==> src/rtl/mult_adder_acc.sv <==
// mult_adder_acc: pipelined dot-product engine. Per-lane multipliers feed a
// registered adder tree. A saturating accumulator then sums the beat results of
// each first..last group into one result.
module mult_adder_acc #(
  parameter int unsigned MA_TREE_SIZE = 9,
  parameter int unsigned DATA_WIDTH   = 8,
  parameter int unsigned ACC_WIDTH    = 32,
  parameter bit          SIGNED       = 1'b1
) (
  input  logic                               clock,
  input  logic                               reset,
  input  logic                               in_valid,
  input  logic                               first,
  input  logic                               last,
  input  logic [DATA_WIDTH*MA_TREE_SIZE-1:0] in,
  input  logic [DATA_WIDTH*MA_TREE_SIZE-1:0] kernel,
  output logic                               out_valid,
  output logic [ACC_WIDTH-1:0]               out,
  output logic                               overflow
);

  localparam int unsigned TREE_LVLS = $clog2(MA_TREE_SIZE);
  localparam int unsigned PROD_W    = 2 * DATA_WIDTH;
  localparam int unsigned LEAVES    = 1 << TREE_LVLS;
  localparam int unsigned SUM_W     = ACC_WIDTH + 1;

  // Reject configurations where the tree or the lane count is unusable
  if (MA_TREE_SIZE < 1) begin : g_bad_size
    $error("MA_TREE_SIZE must be at least 1");
  end
  if (ACC_WIDTH < PROD_W + TREE_LVLS) begin : g_bad_acc
    $error("ACC_WIDTH too narrow for the product tree");
  end

  // ---------------- multiply stage ----------------
  logic [PROD_W-1:0] prod_d [MA_TREE_SIZE];
  logic [PROD_W-1:0] prod_q [MA_TREE_SIZE];

  // Per-lane product, sign handling chosen by SIGNED
  always_comb begin
    logic [DATA_WIDTH-1:0] lane_a;
    logic [DATA_WIDTH-1:0] lane_b;
    lane_a = '0;
    lane_b = '0;
    for (int i = 0; i < int'(MA_TREE_SIZE); i++) begin
      lane_a = in[DATA_WIDTH*i +: DATA_WIDTH];
      lane_b = kernel[DATA_WIDTH*i +: DATA_WIDTH];
      if (SIGNED) begin
        prod_d[i] = PROD_W'($signed(lane_a)) * PROD_W'($signed(lane_b));
      end else begin
        prod_d[i] = PROD_W'(lane_a) * PROD_W'(lane_b);
      end
    end
  end

  // Product registers
  always_ff @(posedge clock) begin
    if (!reset) begin
      prod_q <= '{default: '0};
    end else begin
      prod_q <= prod_d;
    end
  end

  // ---------------- adder tree ----------------
  // Leaves padded to a power of two with zeros; a zero partner makes an odd
  // operand pass through its level unchanged.
  logic [ACC_WIDTH-1:0] leaf [LEAVES];

  // Extend products to accumulator width
  always_comb begin
    leaf = '{default: '0};
    for (int j = 0; j < int'(MA_TREE_SIZE); j++) begin
      if (SIGNED) begin
        leaf[j] = ACC_WIDTH'($signed(prod_q[j]));
      end else begin
        leaf[j] = ACC_WIDTH'(prod_q[j]);
      end
    end
  end

  logic [ACC_WIDTH-1:0] beat_sum;

  if (TREE_LVLS == 0) begin : g_no_tree
    assign beat_sum = leaf[0];
  end else begin : g_tree
    // Heap layout: nodes 0..NODES-1 are registered sums, the rest are leaves;
    // every heap depth is one register stage.
    localparam int unsigned NODES = LEAVES - 1;
    logic [ACC_WIDTH-1:0] node_d [NODES];
    logic [ACC_WIDTH-1:0] node_q [NODES];
    logic [ACC_WIDTH-1:0] heap   [2*LEAVES-1];

    // Gather registered nodes and leaves into one indexable heap
    always_comb begin
      for (int k = 0; k < int'(NODES); k++) begin
        heap[k] = node_q[k];
      end
      for (int j = 0; j < int'(LEAVES); j++) begin
        heap[int'(NODES) + j] = leaf[j];
      end
    end

    // Pairwise sums of each node's two children
    always_comb begin
      for (int k = 0; k < int'(NODES); k++) begin
        node_d[k] = heap[2*k+1] + heap[2*k+2];
      end
    end

    // Tree level registers
    always_ff @(posedge clock) begin
      if (!reset) begin
        node_q <= '{default: '0};
      end else begin
        node_q <= node_d;
      end
    end

    assign beat_sum = node_q[0];
  end

  // ---------------- sideband alignment ----------------
  // {valid, first, last}, one entry per pipeline stage before the accumulator
  logic [2:0] sb_d [TREE_LVLS+1];
  logic [2:0] sb_q [TREE_LVLS+1];

  // Qualify first/last with valid and shift along with the data
  always_comb begin
    sb_d[0] = {in_valid, in_valid & first, in_valid & last};
    for (int k = 1; k <= int'(TREE_LVLS); k++) begin
      sb_d[k] = sb_q[k-1];
    end
  end

  // Sideband registers
  always_ff @(posedge clock) begin
    if (!reset) begin
      sb_q <= '{default: '0};
    end else begin
      sb_q <= sb_d;
    end
  end

  // ---------------- accumulator ----------------
  logic [ACC_WIDTH-1:0] acc_d, acc_q, out_d, out_q;
  logic                 ovf_d, ovf_q, overflow_d, overflow_q;
  logic                 out_valid_d, out_valid_q;
  logic [SUM_W-1:0]     sum_w;
  logic [ACC_WIDTH-1:0] sat_sum;
  logic                 sat_hit;
  logic                 beat_v, beat_f, beat_l;

  assign {beat_v, beat_f, beat_l} = sb_q[TREE_LVLS];

  // Saturating add of the beat sum onto the running group total
  always_comb begin
    if (SIGNED) begin
      sum_w   = SUM_W'($signed(acc_q)) + SUM_W'($signed(beat_sum));
      sat_hit = sum_w[ACC_WIDTH] ^ sum_w[ACC_WIDTH-1];
      sat_sum = sum_w[ACC_WIDTH-1:0];
      if (sat_hit) begin
        sat_sum = sum_w[ACC_WIDTH] ? {1'b1, {(ACC_WIDTH-1){1'b0}}}
                                   : {1'b0, {(ACC_WIDTH-1){1'b1}}};
      end
    end else begin
      sum_w   = SUM_W'(acc_q) + SUM_W'(beat_sum);
      sat_hit = sum_w[ACC_WIDTH];
      sat_sum = sat_hit ? {ACC_WIDTH{1'b1}} : sum_w[ACC_WIDTH-1:0];
    end
  end

  // Group bookkeeping: restart on first, publish on last
  always_comb begin
    acc_d       = acc_q;
    ovf_d       = ovf_q;
    out_d       = out_q;
    overflow_d  = overflow_q;
    out_valid_d = 1'b0;
    if (beat_v) begin
      if (beat_f) begin
        acc_d = beat_sum;
        ovf_d = 1'b0;
      end else begin
        acc_d = sat_sum;
        ovf_d = ovf_q | sat_hit;
      end
      if (beat_l) begin
        out_d       = acc_d;
        overflow_d  = ovf_d;
        out_valid_d = 1'b1;
      end
    end
  end

  // Accumulator and result registers
  always_ff @(posedge clock) begin
    if (!reset) begin
      acc_q       <= '0;
      ovf_q       <= 1'b0;
      out_q       <= '0;
      overflow_q  <= 1'b0;
      out_valid_q <= 1'b0;
    end else begin
      acc_q       <= acc_d;
      ovf_q       <= ovf_d;
      out_q       <= out_d;
      overflow_q  <= overflow_d;
      out_valid_q <= out_valid_d;
    end
  end

  assign out_valid = out_valid_q;
  assign out       = out_q;
  assign overflow  = overflow_q;

endmodule

==> config.mk <==
export PLATFORM = sky130hd
export DESIGN_NAME = mult_adder_acc
export DESIGN_NICKNAME = d
export VERILOG_FILES = /design/src/rtl/mult_adder_acc.sv
export SDC_FILE = /design/constraint.sdc
export NUM_CORES = 2
export LEC_CHECK = 0
export CAP_MARGIN = 20
export CORE_MARGIN = 1.5
export CORE_UTILIZATION = 56
export DETAILED_ROUTE_END_ITERATION = 6
export PLACE_DENSITY = 0.74
export REMOVE_ABC_BUFFERS = 1
export SLEW_MARGIN = 20
export SYNTH_ARGS = -nofsm -noshare
export SYNTH_HDL_FRONTEND = slang
export SYNTH_SLANG_ARGS = --single-unit
==> constraint.sdc <==
create_clock -name clock -period 8.4 [get_ports clock]
set_clock_uncertainty 0.1 [all_clocks]
set_input_delay 2.52 -clock clock [delete_from_list [all_inputs] [get_ports clock]]
set_output_delay 2.52 -clock clock [all_outputs]
set_load 0.005 [all_outputs]
# Word-level counts from Yosys, hierarchy flattened
# Index checks and enable logic that the tools add are counted.
# word_totals
n_memories,0
ram_bits,0
out_inout_bits,34
inputBits,149
latchBits,0
ff_bits,690
mem_bits_ro,0
word_cells,66
# op_classes
addsub,12
eq_ne,0
div,0
magnitude_cmp,0
bitwise_logic,4
n_reduce_logical,2
muxes,5
shifts,0
mul,9
# ops
operator,n
adder 32 bit,7
multiplier 8 x 8 -> 16 bit,9
2-to-1 mux 32 bit,3
adder 16 x 16 -> 17 bit,4
adder 32 x 32 -> 33 bit,1
AND reduction 2 bit,2
AND 1 bit,2
2-to-1 mux 1 bit,2
OR 1 bit,1
XOR 1 bit,1

# Logic depth before layout (Yosys ltp)
# depth
ltp_word,4
ltp_mapped,22
ltp_nobuf,22

# Least setup slack after synthesis
# Ideal clock, no wire load.
# synth_path
kind,input -> register
start,input port in[19]
end,"register prod_q, in the netlist g_tree.heap[431]"
slack_ns,1.703
setup_ns,0.115
required_ns,8.185
t_arrival_ns,6.482
path_buffers,0
stages,19
cell_sequence,and2_1 > fa_1 > inv_1 > fa_1 > inv_1 > fa_1 > inv_1 > fa_1 > inv_1 > ha_1 > inv_1 > o21ai_0 > a21oi_1 > o21ai_0 > a21oi_1 > o21ai_0 > o41ai_1 > xnor2_1 > and2_1
# synth_between
elab_chain_len,1
# synth_lines
item,line,text
start: declaration,15,"input logic [DATA_WIDTH*MA_TREE_SIZE-1:0] in,"
multiplier 8 x 8 -> 16 bit,49,prod_d[i] = PROD_W'($signed(lane_a)) * PROD_W'($signed(lane_b));
end signal: assignment,61,prod_q <= prod_d;
end: declaration,37,logic [PROD_W-1:0] prod_q [MA_TREE_SIZE];
# No other way between the ends.
# A chain may end at the register's enable or synchronous reset.

# Worst setup path after layout
# layout_path
start,input port kernel[23]
end,"register prod_q, in the netlist g_tree.heap[431]"
# layout_between
elab_chain_len,1
# layout_lines
item,line,text
start: declaration,16,"input logic [DATA_WIDTH*MA_TREE_SIZE-1:0] kernel,"
multiplier 8 x 8 -> 16 bit,49,
# No other way between the ends.

==> results <==
- The number of cell rows is between 100 and 150.
- The critical path is of the input pin to register type.
- In this run the cell area of the synthesized design comes to between 40000 and 50000 um2.
- For this run, design rule violations remaining after detail routing come to 0.
- The post-synthesis register bit count is 470.
- The number of clock buffers inserted by TritonCTS is 50.
- The part of the total power dissipated in the clock network is between 10% and 20%.
- The total I/O pin count is approximately 180.
- STA classifies the critical path endpoint as a register.
- The leakage power total is around 24 nW.
- The path class of the tightest hold or removal check is register to register.
- Once detail routing completed, the nets flagged for antenna violations numbered 0.
- The area growth from synthesis to layout is 10.1%.
- Summed over all instances, the cell type with the most area after synthesis is sky130_fd_sc_hd__fa_1.
- The share of the clock period used by the worst path after layout is a little over four fifths.
- In this run the worst path has a maximum fanout of 9.
- The die is 284 um wide.
- The clock transition at the register clock pins on the worst setup and hold paths after CTS is approximately 0.06 ns.
- The first global-routing pass estimated roughly 150000 um of wire.
- The critical path startpoint is kernel[23].
- Net switching is 40.3% of the power.
- The effective utilization at floorplan is 56.9%.
- TritonCTS built the clock tree.
- By area the synthesized netlist is led by sky130_fd_sc_hd__fa_1 23%, sky130_fd_sc_hd__dfxtp_1 21%, sky130_fd_sc_hd__ha_1 13%.
- Once the clock tree was built, the resizer swapped 0 gates to a different size.
- The post-CTS setup repair buffer count is 0.
- Clock tree synthesis selected as its root buffer the cell sky130_fd_sc_hd__clkbuf_16.
- In the synthesized netlist, the cells that appear most often are 813 x sky130_fd_sc_hd__inv_1, 627 x sky130_fd_sc_hd__and2_1, 504 x sky130_fd_sc_hd__fa_1.
- STA puts the critical path data required time at approximately 9 ns.
- The number of standard cells after synthesis is approximately 4800.
- The synthesized design contains 0 enable-type register cells.
- The global placement routability congestion is roughly 0.9.
- The overall power consumption is between 10 and 15 mW.
- The number of global-route vias before repair is around 32000.
- The post-route setup TNS is 0 ns.
- The synthesized area divided by synthesized cell count is 9.19 um2.
- The hold buffer count at cts is 0.
- Across the VDD grid, the largest voltage drop is 0.000178 V.
- The die covers 80800 um2.
- Entering global routing, the biggest net connects around 220 pins.
- In the final routed layout, each cell accounts on average for roughly 14 um.
- The antenna diode count is 0.
- In this run the deepest clock path goes through 3 buffers.
- The initial antenna violation count is 3.
- Sequential cells burn between 20% and 30% of the power.
- The worst hold path begins at g_tree.heap[224].
- The TritonCTS sink count is 470.
- The flow ran to the end, and the final reports show no timing, DRC or antenna violations.
- Headroom to the max-slew limit came out at 32.1%.
- The maximum operating frequency is between 100 and 150 MHz.
- The y dimension of the die is about 280 um.
- The number of buffer cells added on primary ports is roughly 180.
- The slew at the pin closest to its max-slew limit is roughly 1.0 ns.
- In this run the power density over the cells is about 260 nW/um2.
- For this run, the leading register cell type out of synthesis is sky130_fd_sc_hd__dfxtp_1.
- For this run the aggregate overflow at the end of global routing stands at 0.
- The final layout contains routed wiring with a total length of between 80000 and 90000 um.
- The total global-route track usage is about 22%.
- Cell internal power was estimated by the tool at 7.66 mW.
- The number of nets in the finished design is just over 6000.
- The share of synthesized registers carrying an async set or reset is 0%.
- In this run, distinct cell masters in the synthesized netlist total between 80 and 90.
- The count of endpoints failing setup in the final report is 0.
- The worst setup path is launched from an input pin.
- The slack of the worst reg-to-reg path is ~4.2 ns.
- Before antenna repair, the detailed router went through 6 iterations.
- The region available for standard cell placement spans 77800 um2.
- The count of final hold-check violations is 0.
- The H-tree depth is 2.
- Setup repair after global routing left no endpoint under its margin.
- The top cell type by area accounts for between 20% and 30% of the synthesized area.
- The final period demand of the worst path is roughly 7 ns.
- The final HPWL from detailed placement is ~70000 um.
- In this run the critical register-to-register path is launched from beat_sum[0].
- The most frequently used cell type in the post-synthesis netlist is sky130_fd_sc_hd__inv_1.
- The combinational group share of total power is between 50% and 60%.
- The final route contains ~31000 vias.
- The max-cap check violation count is 0.
- Of the cells placed in the final design, the portion with a size suffix greater than 1 is between 3 and 4%.
- The clock latency on the worst-skew pair is ~0.6 ns.
- The switching component of the power is 5.17 mW.
- The critical path arrival is ~7.4 ns.
- The first routing iteration left approximately 1500 violations.
- In the routed layout, each cell is associated on average with a via count of ~5.2.
- The post-synthesis sequential area ratio is a little over a fifth.
- The warning count from the yosys run is 0.
- The total count of max-transition violations in the final report came to 0.
power by group through the flow:
| stage | Combinational, mW | Clock, mW | Sequential, mW |
|---|---|---|---|
| CTS | 7.61 | 2.26 | 3.10 |
| finish | 7.53 | 2.20 | 3.10 |
| detailed placement | 7.53 | 0 | 3.14 |
| floorplan | 6.05 | 0 | 2.99 |
| global route | 8.73 | 2.36 | 3.14 |
| global placement | 7.38 | 0 | 3.15 |
per-stage QoR:
step	hold slack, ns	util [%]	setup WS [ns]	cell area [um2]	instances
2_1_floorplan	0.312	-	1.70	43900	4724
3_3_place_gp	0.314	60.5	0.842	47100	5955
3_5_place_dp	0.319	60.5	0.764	47100	5955
4_1_cts	0.333	62.6	1.40	48800	6044
5_1_grt	0.340	62.6	1.01	48800	6044
6_report	0.330	62.6	1.38	48800	6044
critical path: stages:
cell	delay, ns
sky130_fd_sc_hd__clkdlybuf4s50_1	0.67
sky130_fd_sc_hd__nand2b_1	0.13
sky130_fd_sc_hd__fa_1	0.52
sky130_fd_sc_hd__fa_1	0.55
sky130_fd_sc_hd__inv_1	0.05
sky130_fd_sc_hd__fa_1	0.53
sky130_fd_sc_hd__inv_1	0.05
sky130_fd_sc_hd__fa_1	0.52
sky130_fd_sc_hd__inv_1	0.04
sky130_fd_sc_hd__ha_1	0.32
sky130_fd_sc_hd__inv_1	0.07
sky130_fd_sc_hd__o21ai_0	0.08
sky130_fd_sc_hd__a21oi_1	0.23
sky130_fd_sc_hd__o21ai_0	0.12
sky130_fd_sc_hd__a21oi_1	0.23
sky130_fd_sc_hd__o21ai_0	0.16
sky130_fd_sc_hd__o41ai_1	0.32
sky130_fd_sc_hd__xnor2_1	0.11
sky130_fd_sc_hd__and2_1	0.16
layout by cell type (no fill, tap or decap), types with 46 or more instances in the layout:
| cell | netlist | layout |
|---|---|---|
| sky130_fd_sc_hd__inv_1 | 813 | 813 |
| sky130_fd_sc_hd__and2_1 | 627 | 627 |
| sky130_fd_sc_hd__fa_1 | 504 | 504 |
| sky130_fd_sc_hd__dfxtp_1 | 470 | 470 |
| sky130_fd_sc_hd__ha_1 | 453 | 453 |
| sky130_fd_sc_hd__nand2_1 | 275 | 275 |
| sky130_fd_sc_hd__clkdlybuf4s50_1 | 0 | 181 |
| sky130_fd_sc_hd__a21oi_1 | 174 | 174 |
| sky130_fd_sc_hd__xnor2_1 | 173 | 173 |
| sky130_fd_sc_hd__o21ai_0 | 143 | 143 |
| sky130_fd_sc_hd__nor2b_1 | 141 | 141 |
| sky130_fd_sc_hd__nor2_1 | 114 | 114 |
| sky130_fd_sc_hd__a21o_1 | 84 | 84 |
| sky130_fd_sc_hd__nand2b_1 | 67 | 67 |
| sky130_fd_sc_hd__nor3_1 | 61 | 61 |
| sky130_fd_sc_hd__xor2_1 | 61 | 61 |
| sky130_fd_sc_hd__nand3_1 | 57 | 57 |
| sky130_fd_sc_hd__nor3b_1 | 53 | 53 |
| sky130_fd_sc_hd__clkbuf_16 | 0 | 50 |
| sky130_fd_sc_hd__and3_1 | 46 | 46 |
area by class of cell:
class	instances	area, um2
clock buffer	63	1370
multi-input combinational	3441	31400
clock inverter	26	294
tap	1040	1300
sequential	470	9410
fill	6644	29100
timing repair buffer	191	1920
inverter	813	3050
logic make-up (layout without fill, tap and decap cells):
family	count (synthesis)	after routing	share of synthesized area, %
and+or+nand+nor	1529	1529	19.5
adders and majority gates	957	957	35.6
buffers and inverters	908	1093	7.83
AOI/OAI and AO/OA	699	699	10.7
DFF	470	470	21.2
xor gates and xnor gates	234	234	4.63
muxes	22	22	0.520
layer usage:
metal	part of all wire (%)	up-vias	GRT usage, %
met5	0	-	0
li1	-	15800	-
met2	46	472	36.1
met3	3.4	85	2.19
met4	1.6	0	4.38
met1	49	14900	32.3
sequential cells by signal, indices dropped and copies added, names as in the netlist:
name	flops
beat_l	1
ovf_q	1
out_valid	1
out	32
acc_q	32
g_tree.heap	356
beat_f	1
beat_v	1
overflow	1
beat_sum	32
sb_d	12
worst paths after layout:
kind,end,depth (start not counted)
max reg2reg,acc_q[19],13
max,g_tree.heap[431],19
min reg2reg,g_tree.heap[608],1
min,g_tree.heap[608],1
Note: power is estimated with default switching activity, not from simulation.
